===== src/rtl/comb_lock_pkg.sv =====
// Shared types and helpers for the combination lock controller.
package comb_lock_pkg;

  typedef enum logic [2:0] {
    IDLE     = 3'd0,
    ENTRY    = 3'd1,
    UNLOCKED = 3'd2,
    PROGRAM  = 3'd3,
    LOCKOUT  = 3'd4
  } state_t;

  // Helpers operate on a zero-extended button vector so they are independent of NUM_BTN.
  localparam int unsigned MAX_BTN   = 32;
  localparam int unsigned BTN_IDX_W = 5;

  // A press is a valid digit only when exactly one button bit is set.
  function automatic logic valid_press(input logic [MAX_BTN-1:0] vec);
    return (vec != '0) && ((vec & (vec - 32'd1)) == '0);
  endfunction

  // Index of the set bit of a one-hot vector (highest set bit if not one-hot).
  function automatic logic [BTN_IDX_W-1:0] onehot_to_idx(input logic [MAX_BTN-1:0] vec);
    logic [BTN_IDX_W-1:0] idx;
    idx = '0;
    for (int i = 0; i < MAX_BTN; i++) begin
      idx = vec[i] ? BTN_IDX_W'(i) : idx;
    end
    return idx;
  endfunction

  // Largest of three cycle counts; sizes the shared timer.
  function automatic int unsigned max3(input int unsigned a, input int unsigned b,
                                       input int unsigned c);
    int unsigned m;
    m = (a > b) ? a : b;
    return (m > c) ? m : c;
  endfunction

endpackage


===== src/rtl/lock_timer.sv =====
// Shared loadable down-counter. expired flags the cycle in which the count steps to zero.
module lock_timer #(
  parameter int unsigned W = 10
) (
  input  logic         clk,
  input  logic         reset,
  input  logic         load,
  input  logic [W-1:0] load_val,
  output logic         expired
);

  localparam logic [W-1:0] ONE = W'(1);

  logic [W-1:0] count_r;

  // Down-count saturating at zero; a load takes priority over the decrement.
  always_ff @(posedge clk) begin
    if (reset) begin
      count_r <= '0;
    end else if (load) begin
      count_r <= load_val;
    end else if (count_r != '0) begin
      count_r <= count_r - ONE;
    end else begin
      count_r <= count_r;
    end
  end

  assign expired = (count_r == ONE);

endmodule


===== src/rtl/comb_lock_ctrl.sv =====
// Sequencing FSM of the combination lock: digit entry, unlock window, lockout and
// code reprogramming. All outputs are registered from the next-state values.
module comb_lock_ctrl
  import comb_lock_pkg::*;
#(
  parameter int unsigned NUM_BTN     = 4,
  parameter int unsigned CODE_LEN    = 4,
  parameter logic [CODE_LEN*$clog2(NUM_BTN)-1:0] DEFAULT_CODE = 8'hE4,
  parameter int unsigned MAX_FAIL    = 3,
  parameter int unsigned TIMEOUT_CYC = 500,
  parameter int unsigned UNLOCK_CYC  = 200,
  parameter int unsigned LOCKOUT_CYC = 1000
) (
  input  logic                          clk,
  input  logic                          reset,
  input  logic [NUM_BTN-1:0]            btn_pulse,
  input  logic                          prog_en,
  output logic                          unlock,
  output logic                          lockout,
  output logic                          err,
  output logic                          prog_busy,
  output logic [$clog2(CODE_LEN+1)-1:0] digit_cnt
);

  localparam int unsigned DIG_W  = $clog2(NUM_BTN);
  localparam int unsigned CODE_W = CODE_LEN * DIG_W;
  localparam int unsigned CNT_W  = $clog2(CODE_LEN + 1);
  localparam int unsigned FAIL_W = $clog2(MAX_FAIL + 1);
  localparam int unsigned TMR_W  = $clog2(max3(TIMEOUT_CYC, UNLOCK_CYC, LOCKOUT_CYC) + 1);

  localparam logic [CNT_W-1:0]  LAST_DIG  = CNT_W'(CODE_LEN - 1);
  localparam logic [CNT_W-1:0]  CNT_ONE   = CNT_W'(1);
  localparam logic [FAIL_W-1:0] LAST_FAIL = FAIL_W'(MAX_FAIL - 1);
  localparam logic [FAIL_W-1:0] FAIL_ONE  = FAIL_W'(1);
  localparam logic [TMR_W-1:0]  T_TIMEOUT = TMR_W'(TIMEOUT_CYC);
  localparam logic [TMR_W-1:0]  T_UNLOCK  = TMR_W'(UNLOCK_CYC);
  localparam logic [TMR_W-1:0]  T_LOCKOUT = TMR_W'(LOCKOUT_CYC);

  state_t              state_r, state_s;
  logic [CNT_W-1:0]    digit_cnt_r, digit_cnt_s;
  logic                mismatch_r, mismatch_s;
  logic [FAIL_W-1:0]   fail_cnt_r, fail_cnt_s;
  logic [CODE_W-1:0]   code_reg_r, code_reg_s;
  logic [CODE_W-1:0]   shadow_r, shadow_s;
  logic                err_s;
  logic                tmr_load_s;
  logic [TMR_W-1:0]    tmr_val_s;
  logic                tmr_expired_s;

  logic                unlock_r, lockout_r, err_r, prog_busy_r;

  logic [MAX_BTN-1:0]  btn_ext_s;
  logic                press_s;
  logic                valid_s;
  logic [DIG_W-1:0]    digit_s;
  logic [CNT_W-1:0]    base_cnt_s;
  logic                base_mis_s;
  logic [DIG_W-1:0]    code_dig_s;
  logic                attempt_mis_s;
  logic [CODE_W-1:0]   prog_code_s;

  lock_timer #(.W(TMR_W)) u_timer (
    .clk      (clk),
    .reset    (reset),
    .load     (tmr_load_s),
    .load_val (tmr_val_s),
    .expired  (tmr_expired_s)
  );

  // Decode the press and compare it against the code digit at the current position.
  always_comb begin
    btn_ext_s = '0;
    btn_ext_s[NUM_BTN-1:0] = btn_pulse;
    press_s    = (btn_pulse != '0);
    valid_s    = valid_press(btn_ext_s);
    digit_s    = DIG_W'(onehot_to_idx(btn_ext_s));
    // The press that leaves IDLE is digit 0 of a fresh attempt.
    base_cnt_s = (state_r == ENTRY) ? digit_cnt_r : '0;
    base_mis_s = (state_r == ENTRY) ? mismatch_r : 1'b0;
    code_dig_s = '0;
    prog_code_s = shadow_r;
    for (int i = 0; i < int'(CODE_LEN); i++) begin
      code_dig_s = (base_cnt_s == CNT_W'(i)) ? code_reg_r[i*DIG_W +: DIG_W] : code_dig_s;
      prog_code_s[i*DIG_W +: DIG_W] = (digit_cnt_r == CNT_W'(i)) ? digit_s
                                                                : shadow_r[i*DIG_W +: DIG_W];
    end
    // An invalid (multi-button) press never matches any code digit.
    attempt_mis_s = base_mis_s || !valid_s || (digit_s != code_dig_s);
  end

  // Next-state, datapath updates and timer control.
  always_comb begin
    state_s     = state_r;
    digit_cnt_s = digit_cnt_r;
    mismatch_s  = mismatch_r;
    fail_cnt_s  = fail_cnt_r;
    code_reg_s  = code_reg_r;
    shadow_s    = shadow_r;
    err_s       = 1'b0;
    tmr_load_s  = 1'b0;
    tmr_val_s   = '0;
    case (state_r)
      IDLE, ENTRY: begin
        if (press_s) begin
          if (base_cnt_s == LAST_DIG) begin
            digit_cnt_s = '0;
            mismatch_s  = 1'b0;
            if (!attempt_mis_s) begin
              state_s    = UNLOCKED;
              fail_cnt_s = '0;
              tmr_load_s = 1'b1;
              tmr_val_s  = T_UNLOCK;
            end else begin
              err_s = 1'b1;
              if (fail_cnt_r == LAST_FAIL) begin
                state_s    = LOCKOUT;
                fail_cnt_s = '0;
                tmr_load_s = 1'b1;
                tmr_val_s  = T_LOCKOUT;
              end else begin
                state_s    = IDLE;
                fail_cnt_s = fail_cnt_r + FAIL_ONE;
              end
            end
          end else begin
            state_s     = ENTRY;
            digit_cnt_s = base_cnt_s + CNT_ONE;
            mismatch_s  = attempt_mis_s;
            tmr_load_s  = 1'b1;
            tmr_val_s   = T_TIMEOUT;
          end
        end else if ((state_r == ENTRY) && tmr_expired_s) begin
          // Abandoned attempt: discard digits quietly, failure count untouched.
          state_s     = IDLE;
          digit_cnt_s = '0;
          mismatch_s  = 1'b0;
        end else begin
          state_s = state_r;
        end
      end
      UNLOCKED: begin
        if (prog_en) begin
          state_s     = PROGRAM;
          digit_cnt_s = '0;
          tmr_load_s  = 1'b1;
          tmr_val_s   = T_TIMEOUT;
        end else if (tmr_expired_s) begin
          state_s     = IDLE;
          digit_cnt_s = '0;
        end else begin
          state_s = UNLOCKED;
        end
      end
      PROGRAM: begin
        if (press_s) begin
          if (!valid_s) begin
            err_s       = 1'b1;
            state_s     = IDLE;
            digit_cnt_s = '0;
          end else if (digit_cnt_r == LAST_DIG) begin
            code_reg_s  = prog_code_s;
            state_s     = IDLE;
            digit_cnt_s = '0;
          end else begin
            shadow_s    = prog_code_s;
            digit_cnt_s = digit_cnt_r + CNT_ONE;
            tmr_load_s  = 1'b1;
            tmr_val_s   = T_TIMEOUT;
          end
        end else if (tmr_expired_s) begin
          state_s     = IDLE;
          digit_cnt_s = '0;
        end else begin
          state_s = PROGRAM;
        end
      end
      LOCKOUT: begin
        if (tmr_expired_s) begin
          state_s     = IDLE;
          digit_cnt_s = '0;
        end else begin
          state_s = LOCKOUT;
        end
      end
      default: begin
        state_s     = IDLE;
        digit_cnt_s = '0;
        mismatch_s  = 1'b0;
      end
    endcase
  end

  // State and datapath registers; reset restores the default code.
  always_ff @(posedge clk) begin
    if (reset) begin
      state_r     <= IDLE;
      digit_cnt_r <= '0;
      mismatch_r  <= 1'b0;
      fail_cnt_r  <= '0;
      code_reg_r  <= DEFAULT_CODE;
      shadow_r    <= '0;
    end else begin
      state_r     <= state_s;
      digit_cnt_r <= digit_cnt_s;
      mismatch_r  <= mismatch_s;
      fail_cnt_r  <= fail_cnt_s;
      code_reg_r  <= code_reg_s;
      shadow_r    <= shadow_s;
    end
  end

  // Registered status outputs, decoded from the next state.
  always_ff @(posedge clk) begin
    if (reset) begin
      unlock_r    <= 1'b0;
      lockout_r   <= 1'b0;
      err_r       <= 1'b0;
      prog_busy_r <= 1'b0;
    end else begin
      unlock_r    <= (state_s == UNLOCKED);
      lockout_r   <= (state_s == LOCKOUT);
      err_r       <= err_s;
      prog_busy_r <= (state_s == PROGRAM);
    end
  end

  assign unlock    = unlock_r;
  assign lockout   = lockout_r;
  assign err       = err_r;
  assign prog_busy = prog_busy_r;
  assign digit_cnt = digit_cnt_r;

endmodule


===== config.mk =====
export PLATFORM = sky130hd
export DESIGN_NAME = comb_lock_ctrl
export DESIGN_NICKNAME = d
export VERILOG_FILES = /design/src/rtl/comb_lock_pkg.sv /design/src/rtl/lock_timer.sv /design/src/rtl/comb_lock_ctrl.sv
export SDC_FILE = /design/constraint.sdc
export NUM_CORES = 1
export LEC_CHECK = 0
export ABC_AREA = 1
export CAP_MARGIN = 20
export CORE_MARGIN = 3
export CORE_UTILIZATION = 45
export CTS_CLUSTER_DIAMETER = 30
export DETAILED_ROUTE_END_ITERATION = 10
export DONT_BUFFER_PORTS = 1
export GPL_TIMING_DRIVEN = 1
export PLACE_DENSITY = 0.59
export SLEW_MARGIN = 10
export SYNTH_ARGS = -nofsm -noshare
export SYNTH_HDL_FRONTEND = slang
export SYNTH_SLANG_ARGS = --single-unit

===== constraint.sdc =====
create_clock -name clk -period 6.11 [get_ports clk]
set_clock_uncertainty 0.15 [all_clocks]
set_input_delay 0.3055 -clock clk [delete_from_list [all_inputs] [get_ports clk]]
set_output_delay 0.3055 -clock clk [all_outputs]
set_load 0.05 [all_outputs]

==> results.toml <==
[grt]
grt_use_met3_pct = 4.02
grt_max_degree = 19
grt_util_all_layers_pct = 18.4
met1_usage_pct = 24.5
grt.busiest_layer = "met2"
grt_remaining_overflow = 0
antenna_found_initial = 0
grt_use_met2_pct = 30.1
grt_pass1_wl_mm = 8.69
first_global_vias = 1793

[drt]
vias_per_cell = 5.11
drc = 0
drt_pass1_iterations = 4
ant_nets = 0
first_iter_violations = 99
wirelength_mm = 5.14
wire_per_inst_um = 13.5
num_vias = 1941

[setup_path]
crit_chain = "inv_1, nor2_1, inv_1, ha_1, nand2_1, nand3_1, nand2_1, nand2_1, nand2_1, nand2_1, nand3_4, nand3_2, nand2_4, nand2_2, a21oi_1, nor2_1"
crit_buf_inv = 2
cp_slowest_cell = "dfxtp_1"
startpoint_type = "register"
critPathMaxStageDelay_ns = 0.72
crit_family = "simple AND/OR/NAND/NOR gates"
critPathMaxFanout = 8
setup.worst_path.end_class = "register"
cp.arrival_ns = 2.93
critical_path_class = "reg -> reg"
required_ns = 6.10
critPathMostFrequentCell = "nand2_1"

[yosys]
syn_area_um2 = 2230
synth-seq-cells = 37
synth-edff-count = 0
syn_area_per_cell_um2 = 7.17
synth_cells = 311
ys_types = 39
netlist.area_leader.share_pct = 33.2
synth_area_leader_cell = "dfxtp_1"
yosysSeqAreaShare_pct = 33.2
async_flop_share_pct = 0
syn_nets = 328
yosysWarnings = 0
synth_ff_type = "dfxtp_1"
synth_area_leaders = "dfxtp_1 33%, nand2_1 12%, inv_1 6.7%, ha_1 5.6%, a21oi_1 4.9%"

[sta]
finalCritPeriodShare_pct = 48.1
worstMarginPinSlew_ns = 0.845
fin_ws_ns = 3.17
period_minus_slack_ns = 2.94
hold_viol_final = 0
fmax_mhz = 340
setup_viol = 0
slew_viol_final = 0
fin_tns_setup_ns = 0
max_slew_margin_pct = 43.5
rsz0062_at_grt = "no"

[power]
pwr-share-comb_pct = 11.7
switching_power_w = 0.000131
leakagePower_nw = 1.02
p_sw_share_pct = 27.0
powerDensity_nw_per_um2 = 203
power_frac_clock_pct = 35.7
peakVddDrop_mv = 0.131
seq_power_share_pct = 52.6
p_int_w = 0.000354

[clocking]
cts_max_level = 2
cts_buffer_depth = 2
clk_latency_ns = 0.29
cts_buffers = 5
cts_root_buf = "clkbuf_8"
cts.sinks = 37
cts_setup_buffers = 0
clkTransAtPathRegs_ns = 0.08
cts_tree = "yes"

[outcome]
status = "finished clean"

[floorplan]
num_rows = 24
die_h_um = 76.4
start_util_pct = 48.8
core_um2 = 4560
die-area_um2 = 5830
pin_count = 14
die-width_um = 76.4

[worst_hold_path]
hp-class = "in -> reg"

[final_layout]
drive_above_1_share_pct = 13.0
area_delta_synth_final_pct = 7.24
diodes = 0
nets = 332
layout_commonest_cell = "nand2_1"
finalNonFillerCells = 380
mostFrequentLayoutCells = "70 x nand2_1, 40 x inv_1, 37 x dfxtp_1"
fillerInstances = 478

[placed_design]
numPortBuffers = 0
place_congestion = 0.879
place_inst = 372
place_ws_ns = 3.25
dpl.hpwl_mm = 3.89

[run]
maxCapViolCount = 0
power groups by stage:
| stage | combinational [W] | clock (W) | sequential, W |
|---|---|---|---|
| after floorplan | 0.0000452 | 0 | 0.000260 |
| after global placement | 0.0000537 | 0 | 0.000261 |
| after detailed placement | 0.0000537 | 0 | 0.000261 |
| after CTS | 0.0000567 | 0.000181 | 0.000255 |
| after global routing | 0.0000643 | 0.000189 | 0.000256 |
| final | 0.0000567 | 0.000173 | 0.000255 |
kinds of logic (layout without fill, tap and decap cells):
| family | after synthesis | after routing | share of synthesized area [%] |
|---|---|---|---|
| flops | 37 | 37 | 33.2 |
| buf+inv | 51 | 55 | 8.76 |
| xor+xnor | 6 | 6 | 2.36 |
| compound gates | 61 | 61 | 16.6 |
| simple gates | 146 | 146 | 33.4 |
| fa+ha+maj | 10 | 10 | 5.61 |
repair_timing:
action,in CTS,in global routing
hold buffers,1,0
resized for setup,0,0
hold endpoints to repair,18,0
synth_stat cells (2+ instances only):
library cell and count:
nor3_1 2, nor2_1 26, nand4_1 2, nor2_4 2, nand3_2 2, a211oi_1 3, o21ai_0 20, nand2_2 4
nand2_1 70, nand3b_1 2, xnor2_1 2, nor4_1 3, a21oi_1 22, nor2_8 2, a31oi_1 2, nand3_1 19
a21oi_2 2, ha_1 10, nor2_2 4, a211oi_2 2, dfxtp_1 37, nand2_4 2, inv_2 6, clkbuf_1 3
inv_1 40, nand3_4 3, o211ai_1 4, xor2_1 4
area by class of cell:
cell class / count / area, um^2 / area share [%]
Sequential cell: 37 / 741 / 31.0
Multi-Input combinational cell: 223 / 1290 / 54.1
Inverter: 47 / 179 / 7.49
Tap cell: 65 / 81.3 / 3.40
Clock buffer: 7 / 86.3 / 3.61
Timing Repair Buffer: 1 / 10.0 / 0.419
layer usage:
metal,vias up,share of wire [%]
met4,0,0.91
met5,-,0
met1,887,49
met3,4,4.1
li1,1013,-
met2,37,46
worst paths after layout:
kind | start | to | slack, ns | cells after the start
worst max-delay path | digit_cnt[0] | u_timer.count_r[7] | 3.17 | 16
worst min-delay path | prog_en | prog_busy | 0.21 | 3
worst max register to register | digit_cnt[0] | u_timer.count_r[7] | 3.17 | 16
worst min register to register | shadow_r[3] | shadow_r[3] | 0.31 | 2
worst min-delay path: stages:
cell and delay, ns:
o21ai_0 0.06, o21ai_1 0.11, o21a_1 0.12
sequential cells by signal (all words and copies together), names as in the netlist:
register and count:
code_reg_r 8, digit_cnt 3, err 1, fail_cnt_r 2, lockout 1, mismatch_r 1, prog_busy 1, shadow_r 6
state_r 3, u_timer.count_r 10, unlock 1
per-stage QoR:
step           hold slack (ns)  utilization (%)  total power [W]  cell area, um^2
2_1_floorplan            0.270                -         0.000305             2230
3_3_place_gp             0.229             50.2         0.000314             2290
3_5_place_dp             0.231             50.2         0.000314             2290
4_1_cts                  0.189             52.4         0.000493             2390
5_1_grt                  0.235             52.4         0.000509             2390
6_report                 0.207             52.4         0.000485             2390
(Power assumes the default switching activity.)
